## config.mk

```make
export PLATFORM = sky130hd
export DESIGN_NAME = rr_resource_scheduler
export DESIGN_NICKNAME = d
export VERILOG_FILES = /design/src/rtl/rr_resource_scheduler.sv
export SDC_FILE = /design/constraint.sdc
export NUM_CORES = 1
export LEC_CHECK = 0
export CAP_MARGIN = 5
export CORE_ASPECT_RATIO = 0.7
export CORE_MARGIN = 5
export CORE_UTILIZATION = 60
export CTS_BUF_LIST = sky130_fd_sc_hd__clkbuf_8
export DETAILED_ROUTE_END_ITERATION = 10
export GPL_TIMING_DRIVEN = 0
export PLACE_DENSITY_LB_ADDON = 0.08
export SLEW_MARGIN = 20
export SYNTH_ARGS = -nofsm -noshare
export SYNTH_HDL_FRONTEND = slang
export SYNTH_SLANG_ARGS = --single-unit
```

## constraint.sdc

```tcl
create_clock -name clk -period 6.2 [get_ports clk]
set_clock_uncertainty 0.2 [all_clocks]
set_input_delay 0.93 -clock clk [delete_from_list [all_inputs] [get_ports clk]]
set_output_delay 0.93 -clock clk [all_outputs]
set_load 0.01 [all_outputs]
```

## src/rtl/rr_resource_scheduler.sv

```systemverilog
// Round-robin scheduler sharing one downstream resource among N requesters.
// A grant is held until the owner pulses done. The next search starts just
// after the last owner. The grant is presented both as a one-hot vector and
// as a binary index with valid.
// Optional feature: define ARB_TIMEOUT_EN to revoke a grant after MAX_HOLD
// cycles. When the macro is undefined, timeout is tied low.
module rr_resource_scheduler #(
  parameter  int N        = 8,
  parameter  int MAX_HOLD = 16,
  localparam int M        = (N > 1) ? $clog2(N) : 1
) (
  input  logic         clk,
  input  logic         rst,
  input  logic [N-1:0] req,
  input  logic         done,
  output logic [N-1:0] gnt,
  output logic [M-1:0] gnt_idx,
  output logic         gnt_valid,
  output logic         timeout
);

  localparam int unsigned NU = N;

  if (N < 1 || N > 64 || MAX_HOLD < 1) begin : g_param_check
    $error("rr_resource_scheduler: N must be 1..64 and MAX_HOLD >= 1");
  end

  typedef enum logic {IDLE, BUSY} state_t;

  state_t         state, state_next;
  logic [N-1:0]   gnt_next;
  logic [M-1:0]   idx_next;
  logic           valid_next;
  logic [M-1:0]   ptr, ptr_next;
  logic [M-1:0]   wrap_idx;
  logic           pick_found;
  logic [M-1:0]   pick_idx;

`ifdef ARB_TIMEOUT_EN
  localparam int HOLD_W = $clog2(MAX_HOLD + 1);
  logic [HOLD_W-1:0] hold_cnt, hold_next;
  logic              timeout_next;
`endif

  // Rotating priority search: first set req bit at ptr, ptr+1, ..., wrapping at N.
  always_comb begin
    int unsigned cand;
    pick_found = 1'b0;
    pick_idx   = '0;
    for (int unsigned k = 0; k < NU; k++) begin
      cand = 32'(ptr) + k;
      if (cand >= NU) cand = cand - NU;
      if (!pick_found && req[cand]) begin
        pick_found = 1'b1;
        pick_idx   = M'(cand);
      end
    end
  end

  // Pointer value after the current owner releases: owner+1, wrapping N-1 to 0.
  always_comb begin
    wrap_idx = (gnt_idx == M'(N - 1)) ? '0 : gnt_idx + 1'b1;
  end

  // Next-state and next-output logic.
  always_comb begin
    state_next = state;
    gnt_next   = gnt;
    idx_next   = gnt_idx;
    valid_next = gnt_valid;
    ptr_next   = ptr;
`ifdef ARB_TIMEOUT_EN
    hold_next    = hold_cnt;
    timeout_next = 1'b0;
`endif
    case (state)
      IDLE: begin
        if (pick_found) begin
          state_next = BUSY;
          gnt_next   = N'(1) << pick_idx;
          idx_next   = pick_idx;
          valid_next = 1'b1;
`ifdef ARB_TIMEOUT_EN
          hold_next  = '0;
`endif
        end
      end
      BUSY: begin
        if (done) begin
          state_next = IDLE;
          gnt_next   = '0;
          idx_next   = '0;
          valid_next = 1'b0;
          ptr_next   = wrap_idx;
        end
`ifdef ARB_TIMEOUT_EN
        // The limit is checked one cycle early, so the grant lasts exactly MAX_HOLD cycles.
        else if (hold_cnt == HOLD_W'(MAX_HOLD - 1)) begin
          state_next   = IDLE;
          gnt_next     = '0;
          idx_next     = '0;
          valid_next   = 1'b0;
          ptr_next     = wrap_idx;
          timeout_next = 1'b1;
        end else if (hold_cnt != HOLD_W'(MAX_HOLD)) begin
          hold_next = hold_cnt + 1'b1;
        end
`endif
      end
      default: state_next = IDLE;
    endcase
  end

  // State and registered outputs, synchronous active-high reset.
  always_ff @(posedge clk) begin
    if (rst) begin
      state     <= IDLE;
      gnt       <= '0;
      gnt_idx   <= '0;
      gnt_valid <= 1'b0;
      ptr       <= '0;
`ifdef ARB_TIMEOUT_EN
      hold_cnt  <= '0;
      timeout   <= 1'b0;
`endif
    end else begin
      state     <= state_next;
      gnt       <= gnt_next;
      gnt_idx   <= idx_next;
      gnt_valid <= valid_next;
      ptr       <= ptr_next;
`ifdef ARB_TIMEOUT_EN
      hold_cnt  <= hold_next;
      timeout   <= timeout_next;
`endif
    end
  end

`ifndef ARB_TIMEOUT_EN
  assign timeout = 1'b0;
`endif

endmodule
```

## Word-level counts from Yosys, hierarchy flattened

Index checks and enable logic that the tools add are counted.

| storage, ports and cells | value |
|---|---|
| register bits | 16 |
| input bits | 11 |
| output and inout port bits | 13 |

| operators by class | value |
|---|---|
| add/subtract/negate cells | 16 |
| magnitude comparators | 16 |
| eq/ne operators | 3 |
| shifts and indexed selects | 1 |
| muxes and demuxes | 53 |
| bitwise gates (word level) | 1 |
| reduce and logical (&&, ||, !) cells | 16 |

Operators with widths:

| operator | count |
|---|---|
| < comparator 32 x 4 -> 1 bit (second input constant) | 8 |
| two-way mux 32 bit | 8 |
| subtractor 4 x 4 -> 5 bit (second input constant) | 7 |
| two-way mux 3 bit | 11 |
| >= comparator 4 bit (second input constant) | 7 |
| binary-select mux 1 bit (select 3 bit) | 8 |
| two-way mux 1 bit | 20 |
| adder 3 x 3 -> 4 bit (second input constant) | 4 |
| two-way mux 8 bit | 2 |
| case mux 8 bit (2 select lines) | 1 |
| adder 3 x 2 -> 4 bit (second input constant) | 2 |
| left shift 1 x 3 -> 8 bit (first input constant) | 1 |
| logical AND 1 bit | 7 |
| zero test 1 bit | 7 |
| case mux 3 bit (2 select lines) | 1 |
| subtractor 3 x 4 -> 5 bit (second input constant) | 1 |
| adder 3 x 1 -> 4 bit (second input constant) | 1 |
| >= comparator 3 x 4 -> 1 bit (second input constant) | 1 |
| inequality test 2 bit (second input constant) | 2 |
| case mux 1 bit (2 select lines) | 2 |
| AND reduction 2 bit | 2 |
| adder 3 x 1 -> 3 bit (second input constant) | 1 |
| equality test 3 bit (second input constant) | 1 |
| inverter 1 bit | 1 |

## Logic depth before layout (Yosys ltp)

Gate-level depths: netlist of run 1.

| depth | value |
|---|---|
| word-level depth | 29 |
| gate-level depth with buffers | 13 |
| mapped depth without buffers | 9 |

## Worst setup path after synthesis of run 1

No wires, ideal clock.

| timing | value |
|---|---|
| path kind | reg-to-reg |
| from | register ptr[1] |
| to | register gnt[0] |
| setup time | 0.117 ns |
| data arrival time | 3.545 ns |
| data required time | 5.883 ns |
| path slack | 2.338 ns |
| stages on the path, launching flop included | 13 |
| buffers on the path | 3 |
| path through | dfxtp_1 clkbuf_1 clkbuf_1 inv_1 ha_1 clkbuf_1 mux4_2 mux2_2 nor2_1 nand4_1 or2_2 and3_1 a32o_1 |

| between the ends | value |
|---|---|
| cells in the longest elaborated chain, start to end | 29 |

Ends and longest elaborated chain:

| what | line | RTL |
|---|---|---|
| start, declared | 34 | `logic [M-1:0] ptr, ptr_next;` |
| start signal, assigned | 131 | `ptr <= ptr_next;` |
| parallel branches: the longest is 29 deep, another holds subtractor 4 x 4 -> 5 bit | -- |  |
| end signal, assigned | 128 | `gnt <= gnt_next;` |
| end, declared | 16 | `output logic [N-1:0] gnt,` |

Parallel ways; which one is timed is not known. The select of a mux whose other input is x is not followed.
A chain may end at the register's enable or synchronous reset.

## Worst setup path after layout of run 1

| timing | value |
|---|---|
| from | register ptr[1] |
| to | register gnt[7] |

The elaborated chain is that of the path after synthesis.

==> reports/metrics.cfg, run 1 <==
[logic_synthesis]
syn_nets = 170
ys_ff_latch = 16
async_reset_ff_share_pct = 0
ys_types = 41
synthFlopType = dfxtp_1
yosysSeqAreaShare_pct = 21.5
syn_inst = 155
syn_area_um2 = 1490
yosys.area.top_type_share_pct = 21.5
syn_avg_cell_area_um2 = 9.62
netlist_top_cells_count = 16 x dfxtp_1, 13 x mux4_2, 12 x nand2_1, 10 x mux2_2
synth_area_leaders = dfxtp_1 21%, mux4_2 20%, mux2_2 7.6%, mux2i_1 4.0%, o2bb2ai_1 3.5%
synth.yosys.warnings = 0
synth_edf_count = 0
synth_top_area_cell = dfxtp_1
synth_most_common_cell = dfxtp_1

[die]
die_w_um = 69.6
rows = 15
dieHeight_um = 51.7
dieArea_um2 = 3600
ios = 24
initial_utilization_pct = 61.6
core-area_um2 = 2420

[timing]
tns_ns = 0
min_period_ns = 4.64
max_freq_ghz = 0.216
timing.final.ws_setup_ns = 1.56
relSlewSlack_pct = 57.5
setup_violations = 0
rsz0062_at_grt = no
fin_crit_sh_pct = 74.8
finalMaxSlewViolations = 0
fin_hold_ws_ns = 0.266
worst_pin_slew_ns = 0.634
hold_viol = 0

[cts]
cts_buffer_depth = 2
h-tree-depth = 1
cts_tree = built
clk_latency_ns = 0.25
cts_hold_buf = 0
cts_setup_buffers = 0
ctsRootBufferMaster = clkbuf_8
cts_resized = 0
cts.sinks = 16
clkTransAtPathRegs_ns = 0.06
cts_inserted_buffers = 3

[finish]
finalNonFillerCells = 215
area_growth_pct = 21.3
stdcell_area_um2 = 1810
post-route-util_pct = 74.7
n_antenna_cell = 0
fin_nets = 197
layout-drive-gt1-share_pct = 19.3

[setup_path]
crit_path_end_kind = register
worstPathArrival_ns = 4.61
crit_required_ns = 6.18
path_max_fanout = 10
worstSetupStartpointType = register
rr_worst_depth = 12
criticalPathCategory = register to register

[power_and_ir_drop]
ir_drop_v = 0.000180
p_leak_nw = 0.656
power.density_nw_per_um2 = 190
finalPower_mw = 0.344

[route]
routed-wl-met2_um = 1780
via_per_inst = 6.80
met3_length_um = 356
wire_per_inst_um = 18.2
drc = 0
top_layer = met4
initialDrtViolationCount = 213
final_antenna_net_count = 0
drt-met1-wl_um = 1680
drt_first_pass_iters = 7
vias = 1463
wl_um = 3920

[place]
place_area_um2 = 1750
gp_congestion = 0.861
hpwl_um = 2940
dpl_worst_slack_ns = 1.72
port_buffers = 22
dp.cells = 211

[worst_hold_path]
hold_path.class = register to register
hold-path-cell-count = 1

[global_route]
grt_pass1_vias = 1348
grt_usage_pct = 23.6
antenna_found_initial = 0
grt_pass1_wl_um = 6680
grt_max_degree = 11
grt_overflow = 0

[run]
drv_cap = 0

[run_status]
outcome = complete, no violations

## cells in the final DEF, fill, tap and decap left out, types with 3 or more instances in the layout
master,instances
a21oi_1,9
a22oi_1,4
a32o_1,5
clkbuf_1,4
clkbuf_8,4
clkdlybuf4s50_1,22
dfxtp_1,16
ha_1,4
inv_1,8
mux2_2,10
mux2i_1,6
mux4_2,13
nand2_1,12
nand3_1,7
nor2_1,9
nor3_1,4
o21ai_0,3
o2bb2ai_1,6
xnor2_1,3
## cell type report
class | instances | area (um2)
sequential | 16 | 320
inverter | 9 | 33.8
clock buffer | 4 | 55.1
timing repair buffer | 22 | 220
multi-input combinational | 121 | 1080
tap | 34 | 42.5
buffer | 9 | 56.3
fill | 167 | 612
## power breakdown
group / total, mW / internal [mW] / switching, mW
logic: 0.140 / 0.0650 / 0.0751
registers: 0.114 / 0.109 / 0.00497
clock network: 0.0898 / 0.0563 / 0.0335
total: 0.344 / 0.231 / 0.114
## cells by family (layout without fill, tap and decap cells)
family	Yosys count	after routing	synth area share, %
and+or+nand+nor	46	46	16.7
adders and majority gates	4	4	3.36
AOI/OAI and AO/OA	38	38	19.2
xor gates and xnor gates	3	3	1.76
DFF	16	16	21.5
buffers and inverters	18	44	6.04
other	1	1	0.251
muxes	29	29	31.2
## worst max-delay path, stage by stage, from the launching register on
cell and delay, ns:
dfxtp_1 0.33, clkbuf_1 0.28, clkbuf_1 0.48, inv_1 0.18, ha_1 0.37, clkbuf_1 0.43
mux4_2 0.65, mux2_2 0.39, nor4_1 0.38, nor4_1 0.13, a22oi_1 0.40, nand4b_1 0.17
o2bb2ai_1 0.17
## registers in the layout, summed over array words and instances (netlist names)
name	cells
gnt	8
gnt_idx	3
ptr	3
gnt_valid	1
state	1
## final timing paths
check	slack [ns]	start	to
worst max-delay path	1.56	ptr[1]	gnt[7]
worst min-delay path	0.27	gnt[5]	gnt[5]
worst max register to register	1.56	ptr[1]	gnt[7]
worst min register to register	0.27	gnt[5]	gnt[5]
## per-layer routing
| metal | track usage [%] | up-vias |
|---|---|---|
| met5 | 0 | - |
| met4 | 6.82 | 0 |
| met3 | 5.98 | 21 |
| met2 | 37.5 | 88 |
| met1 | 32.1 | 689 |
| li1 | - | 665 |
(Power assumes the default switching activity.)
==> inputs of run 2 (changes only) <==
- CORE_UTILIZATION: 60 -> 55
- clock period: 6.2 -> 4.7 ns (I/O delays scaled with it)
==> reports/metrics.cfg, run 2 (synthesized netlist as in run 1, its figures left out) <==
[run_status]
outcome = complete, no violations

[die]
core-area_um2 = 2530  ; +4.7%
dieHeight_um = 53.6  ; +3.6%
rows = 15  ; unchanged
ios = 24  ; unchanged
initial_utilization_pct = 58.9  ; -2.7 points
die_w_um = 72.2  ; +3.8%
dieArea_um2 = 3870  ; +7.5%

[setup_path]
critPathLaunch = ptr[1]
rr_worst_depth = 11  ; -1
criticalPathCategory = register to register
worstPathArrival_ns = 4.35  ; -0.26 ns
path_max_fanout = 11  ; +1
crit_required_ns = 4.68  ; -1.50 ns
worstSetupStartpointType = register
critical_path.endpoint = gnt[7]
reg2reg_slack_ns = 0.32  ; -1.24 ns
rr_startpoint = ptr[1]
worstReg2RegEnd = gnt[7]
crit_path_end_kind = register

[run]
drv_cap = 0  ; unchanged

[cts]
clk_latency_ns = 0.24  ; about the same
ctsRootBufferMaster = clkbuf_8
h-tree-depth = 1  ; unchanged
cts_setup_buffers = 0  ; unchanged
cts_resized = 0  ; unchanged
clkTransAtPathRegs_ns = 0.06  ; about the same
cts_hold_buf = 0  ; unchanged
cts_inserted_buffers = 3  ; unchanged
cts_buffer_depth = 2  ; unchanged
cts_tree = built
cts.sinks = 16  ; unchanged

[worst_hold_path]
hold_path.class = register to register

[global_route]
grt_usage_pct = 22.4  ; -1.3 points
grt_pass1_vias = 1335  ; -0.96%
grt_overflow = 0  ; unchanged
grt_pass1_wl_um = 6640  ; -0.63%
grt_max_degree = 11  ; unchanged
antenna_found_initial = 0  ; unchanged

[timing]
max_freq_ghz = 0.228  ; +5.9%
fin_crit_sh_pct = 93.1  ; +18 points
worst_pin_slew_ns = 0.593  ; -0.0407 ns
min_period_ns = 4.38  ; -0.260 ns
relSlewSlack_pct = 60.2  ; +2.7 points
rsz0062_at_grt = no
fin_hold_ws_ns = 0.265  ; -0.00111 ns
hold_viol = 0  ; unchanged
tns_ns = 0  ; unchanged
finalMaxSlewViolations = 0  ; unchanged
setup_violations = 0  ; unchanged

[route]
final_antenna_net_count = 0  ; unchanged
wl_um = 3890  ; -0.71%
drc = 0  ; unchanged
vias = 1446  ; -1.2%
wire_per_inst_um = 18.3  ; +0.22%
via_per_inst = 6.79  ; -0.23%
drt_first_pass_iters = 4  ; -3
initialDrtViolationCount = 187  ; -12%

[place]
hpwl_um = 2960  ; +0.81%
port_buffers = 22  ; unchanged
gp_congestion = 0.887  ; +3.0%
place_area_um2 = 1750  ; unchanged

[finish]
layout_commonest_cell = clkdlybuf4s50_1
final_cell_mix = 22 x clkdlybuf4s50_1, 16 x dfxtp_1, 13 x mux4_2
n_antenna_cell = 0  ; unchanged
layout-drive-gt1-share_pct = 19.6  ; +0.22 points
area_growth_pct = 20.2
largest_reg_flops = 8  ; unchanged
stdcell_area_um2 = 1790  ; -0.90%
reg_top3 = gnt (8), gnt_idx (3), ptr (3)
regMostFlops = gnt
fin_nets = 196  ; -0.51%

[power_and_ir_drop]
power.density_nw_per_um2 = 243  ; +28%
p_leak_nw = 0.652  ; -0.75%
finalPower_mw = 0.435  ; +26%
ir_drop_v = 0.000184  ; +2.1%

run 2: worst min path at each step:
stage,to,slack (ns),start,cells after the start
2_1_floorplan,gnt[4],0.29,gnt[4],1
3_3_place_gp,gnt[6],0.25,gnt[6],1
3_5_place_dp,gnt[5],0.25,gnt[5],1
4_1_cts,gnt[5],0.27,gnt[5],1
5_1_grt,gnt[5],0.30,gnt[5],1
6_report,gnt[5],0.26,gnt[5],1
run 2: routing by layer:
metal	track usage [%]	share of wire (%)
met1	32.6	44
met2	34.1	44
met3	4.48	11
met4	5.31	0.59
met5	0	0
run 2: where the power goes:
part / leakage, nW / switching, mW / internal [mW]
sequential: 0.131 / 0.00700 / 0.144
combinational: 0.499 / 0.0978 / 0.0857
clock: 0.0216 / 0.0435 / 0.0567
run 2: cell type report:
cell class	instances	area [um2]
Fill cell	190	741
Clock buffer	3	41.3
Timing Repair Buffer	22	220
Buffer	8	53.8
Multi-Input combinational cell	121	1080
Inverter	9	33.8
Tap cell	34	42.5
Sequential cell	16	320
run 2: through the flow:
step	worst slack [ns]	util, %	cells
after CTS	0.174	70.9	214
after global routing	0.0502	70.8	213
after floorplan	0.838	-	155
after detailed placement	0.218	69.2	211
final	0.322	70.8	213
after global placement	0.287	69.2	211
run 2: critical path, cell delays in order (launching register included):
cell,delay (ns)
dfxtp_1,0.33
clkbuf_1,0.30
clkbuf_2,0.33
inv_1,0.13
ha_1,0.60
mux4_2,0.63
or4_4,0.57
nor4b_4,0.38
a221oi_2,0.14
a22oi_1,0.36
nand4b_1,0.18
o2bb2ai_1,0.16
==> inputs of run 3 (changes only) <==
- GPL_ROUTABILITY_DRIVEN: unset -> 0
- clock period: 4.7 -> 4.25 ns (I/O delays scaled with it)
==> reports/metrics.cfg, run 3 (synthesized netlist as in run 1, its figures left out) <==
[run_status]
outcome = complete, no violations

[timing]
fin_crit_sh_pct = 94.0  ; +0.88 points
worst_pin_slew_ns = 0.612  ; +0.0191 ns
setup_violations = 0  ; unchanged
relSlewSlack_pct = 58.9  ; -1.3 points
rsz0062_at_grt = no
tns_ns = 0  ; unchanged
finalMaxSlewViolations = 0  ; unchanged
max_freq_ghz = 0.250  ; +9.5%
hold_viol = 0  ; unchanged
min_period_ns = 4.00  ; -0.382 ns
fin_hold_ws_ns = 0.265  ; +0.0000240 ns

[global_route]
grt_usage_pct = 22.4  ; +0.041 points
grt.met1_usage_pct = 33.2  ; +0.58 points
grt_overflow = 0  ; unchanged
top_usage_layer = met2
grt_pass1_vias = 1326  ; -0.67%
groute.layer.met3.usage_pct = 4.10  ; -0.37 points
grt_pass1_wl_um = 6640  ; +0.11%
antenna_found_initial = 0  ; unchanged
grt_util_met2_pct = 33.8  ; -0.30 points
grt_max_degree = 11  ; unchanged

[setup_path]
criticalPathCategory = register to register
worstPathArrival_ns = 3.93  ; -0.42 ns
crit_required_ns = 4.19  ; -0.49 ns
crit_path_end_kind = register
crit_family = multiplexers
worstSetupStartpointType = register
path_max_fanout = 10  ; -1
cp_slowest_stage_delay_ns = 0.62  ; about the same
crit_slowest_cell = mux4_2
cp_num_buf_inv = 4  ; +1
path_cells = buf_6, buf_4, clkinvlp_4, ha_1, clkbuf_2, mux4_2, mux2_2, nor2_1, nand4_1, or2_2, and3_1, a32o_1

[route]
wl_um = 3920  ; +0.67%
wire_per_inst_um = 18.3  ; +0.20%
initialDrtViolationCount = 148  ; -21%
drc = 0  ; unchanged
final_antenna_net_count = 0  ; unchanged
vias = 1450  ; +0.28%
drt_first_pass_iters = 4  ; unchanged
via_per_inst = 6.78  ; -0.19%

[die]
dieHeight_um = 53.6  ; unchanged
core-area_um2 = 2530  ; unchanged
ios = 24  ; unchanged
dieArea_um2 = 3870  ; unchanged
initial_utilization_pct = 58.9  ; unchanged
die_w_um = 72.2  ; unchanged
rows = 15  ; unchanged

[run]
drv_cap = 0  ; unchanged

[cts]
cts_inserted_buffers = 3  ; unchanged
cts.sinks = 16  ; unchanged
clk_latency_ns = 0.24  ; about the same
ctsRootBufferMaster = clkbuf_8
clkTransAtPathRegs_ns = 0.06  ; about the same
cts_buffer_depth = 2  ; unchanged
h-tree-depth = 1  ; unchanged
cts_tree = built

[finish]
post-route-util_pct = 71.5  ; +0.69 points
area_growth_pct = 21.4
layout_commonest_cell = clkdlybuf4s50_1
layout-drive-gt1-share_pct = 21.7  ; +2.1 points
reg_top3 = gnt (8), gnt_idx (3), ptr (3)
largest_reg_flops = 8  ; unchanged
regMostFlops = gnt
fin_nets = 197  ; +0.51%
final_cell_mix = 22 x clkdlybuf4s50_1, 16 x dfxtp_1, 13 x mux4_2
n_antenna_cell = 0  ; unchanged

[power_and_ir_drop]
ir_drop_v = 0.000203  ; +11%
power.density_nw_per_um2 = 267  ; +10%
p_leak_nw = 0.659  ; +1.2%
finalPower_mw = 0.484  ; +11%

[place]
hpwl_um = 2960  ; unchanged
port_buffers = 22  ; unchanged

[worst_hold_path]
hold_path.class = register to register

run 3: cell types whose count changed in the layout (fill, tap and decap cells not counted):
| cell | change |
|---|---|
| a22oi_1 | -1 |
| clkinvlp_4 | +1 |
| clkbuf_1 | -1 |
| clkinv_1 | -1 |
| clkbuf_4 | +1 |
| clkbuf_2 | +1 |
| a22oi_2 | +1 |
run 3: final cells by class:
cell class                      instances  area, um2
Inverter                                9       37.5
Tap cell                               34       42.5
Fill cell                             189        723
Sequential cell                        16        320
Multi-Input combinational cell        121       1090
Timing Repair Buffer                   22        220
Buffer                                  9       62.6
Clock buffer                            3       41.3
run 3: metrics by stage:
stage	area (um2)	cells	worst slack (ns)
finish	1810	214	0.254
global placement	1750	211	-0.163
floorplan	1490	155	0.388
global route	1810	214	0.0359
CTS	1800	214	0.144
detailed placement	1750	211	-0.232
run 3: path summary, 6_finish.rpt:
| path | startpoint | to | slack (ns) | cells past startpoint |
|---|---|---|---|---|
| worst min register to register | gnt[5] | gnt[5] | 0.26 | 1 |
| worst min-delay path | gnt[5] | gnt[5] | 0.26 | 1 |
| worst max register to register | ptr[0] | gnt[1] | 0.25 | 12 |
| worst max-delay path | ptr[0] | gnt[1] | 0.25 | 12 |
run 3: layer usage:
layer	routed length, um	share of wire (%)	vias up
li1	-	-	657
met2	1720	44	85
met3	369	9.4	8
met5	0	0	-
met4	36	0.92	0
met1	1790	46	700
run 3: repair_timing:
item | 4_1_cts | 5_1_grt
hold buffers | 0 | 0
setup buffers | 0 | 0
resized for setup | 2 | 6
setup endpoints to repair | 11 | 10
run 3: power by group:
part,switching [mW],internal [mW],total [mW]
logic,0.110,0.0960,0.206
clock network,0.0484,0.0628,0.111
registers,0.00763,0.160,0.167
total,0.166,0.318,0.484
==> patch, RTL diff (flow settings as in run 2) <==
`N`: 8 -> 16.
--- a/src/rtl/rr_resource_scheduler.sv
+++ b/src/rtl/rr_resource_scheduler.sv
@@ -5,7 +5,7 @@
 // Optional feature: define ARB_TIMEOUT_EN to revoke a grant after MAX_HOLD
 // cycles. When the macro is undefined, timeout is tied low.
 module rr_resource_scheduler #(
-  parameter  int N        = 8,
+  parameter  int N        = 16,
   parameter  int MAX_HOLD = 16,
   localparam int M        = (N > 1) ? $clog2(N) : 1
 ) (
Ports: changed (resized gnt, gnt_idx and req); port bits go from 24 to 41. No check against the original RTL was run, so the function may have changed too.
==> patch against run 2 <==
Setup slack got worse by 0.28 ns; cell area rose to 2.7 times the old value; clock power up 91%; sequential share of layout area is 7.2 points lower; routed wire length grew to 3.6 times the old value; die area up 130%; utilization up 1.4 points; area after synthesis grew to 2.6 times the old value; global-route usage up 8.8 points; sequential cell count increased by 10; power rose to 2.8 times the old value; largest cell class unchanged; highest routed layer unchanged.
==> patch: results (changes against run 2) <==
- RePlAce Congestion: 1.018 (+15%)
- Share of post-route cells with drive strength above 1: 0.3032 (+0.1077)
- Yosys cell types: 88 (+110%)
- First-pass GRT wire length: 21.01 mm (+220%)
- Max VDD drop: 0.1465 mV (-20%)
- Pre-CTS setup slack: -0.4682 ns (-0.6863 ns)
- Non-clock buffer share of cell area: 0.1778 (+0.02500)
- IO buf count: 39 (+77%)
- Final Cycle Share: 0.9902 (+0.05881)
- Hold_ws: 0.2529 ns (-0.01167 ns)
- Non-clk invs: 10 (+1)
- Pin count of the biggest net entering global routing: 18 (+7)
- Wirelength per Cell: 22.12 µm (+21%)
- Status: finished, final reports clean
- Biggest regs: gnt (16), gnt_idx (4), ptr (4)
- Multi-input combinational area share: 0.6676 (+0.06467)
- Met2 GRT Util: 0.4310 (+0.08960)
- Die area: 0.008818 mm² (+130%)
- Critical path arrival: 4.63 ns (+0.28 ns)
- Final non-filler cell total: 625 (+190%)
- Top cells by count, synth: 43 x nand2_1, 41 x nor2_1, 28 x a21oi_1
- R2r setup slk: 0.05 ns (-0.28 ns)
- #MultiIn Comb: 392 (+220%)
- Sequential share of power: 0.198 (-0.150)
- Synth Net Count: 485 (+190%)
- R2R Path End: gnt[2]
- Met3 Track Usage GR: 0.1068 (+0.06205)
- R2R Path Start: ptr[0]
- Power per cell area: 252.3 mW/mm² (+4.0%)
- DP Wirelength: 10.49 mm (+250%)
- Clock network contribution to total cell area: 0.01456 (-0.008466)
- Worst path slowest cell: mux2_2
- Total Nets Final: 559 (+190%)
- Fill cell count: 576 (+200%)
- Worst Setup EP: gnt[2]
- Area after DPL: 0.004367 mm² (+150%)
- Top delay family on crit path: compound AO/OA/AOI/OAI gates
- Synth area leaders: dfxtp_1 13%, mux4_2 11%, mux2i_1 5.4%
- CP Max Fanout: 10 (-1)
- Worst Hold End: gnt[14]
- Vias in the first global route: 3,780 (+180%)
- Hold Crit Depth: 2 (+1)
- HP Start: gnt[14]
- TritonRoute pass-1 iters: 5 (+1)
- Worst-Margin Slew: 0.7500 ns (+0.1571 ns)
- Core Util, Final: 0.7215 (+0.01382)
patch: what timing repair did:
action	4_1_cts	5_1_grt
gates resized for setup	8	46
setup buffers	6	25
pin swaps	3	6
endpoints found under the setup margin	21	20
gates cloned	0	0
patch: logic make-up after synthesis:
kind of cell | Yosys count | synth area share
AO/OA/AOI/OAI | 120 | 0.2305
XOR/XNOR | 15 | 0.04183
adder cells (fa/ha/maj) | 8 | 0.02594
buffers and inverters | 40 | 0.06939
flip-flops | 26 | 0.1349
multiplexers | 66 | 0.2487
other | 1 | 0.0009718
AND/OR/NAND/NOR | 182 | 0.2477
patch: metal layers:
metal / share of wire / wire, µm / vias up
li1: - / - / 1896
met1: 0.43 / 5900 / 2002
met2: 0.41 / 5663 / 280
met3: 0.15 / 2039 / 33
met4: 0.016 / 221 / 0
met5: 0 / 0 / -
patch: tightest hold or removal path, stage by stage (launching register included):
cell and delay (ns):
dfxtp_1 0.32, nand2_1 0.05, o21ai_1 0.05
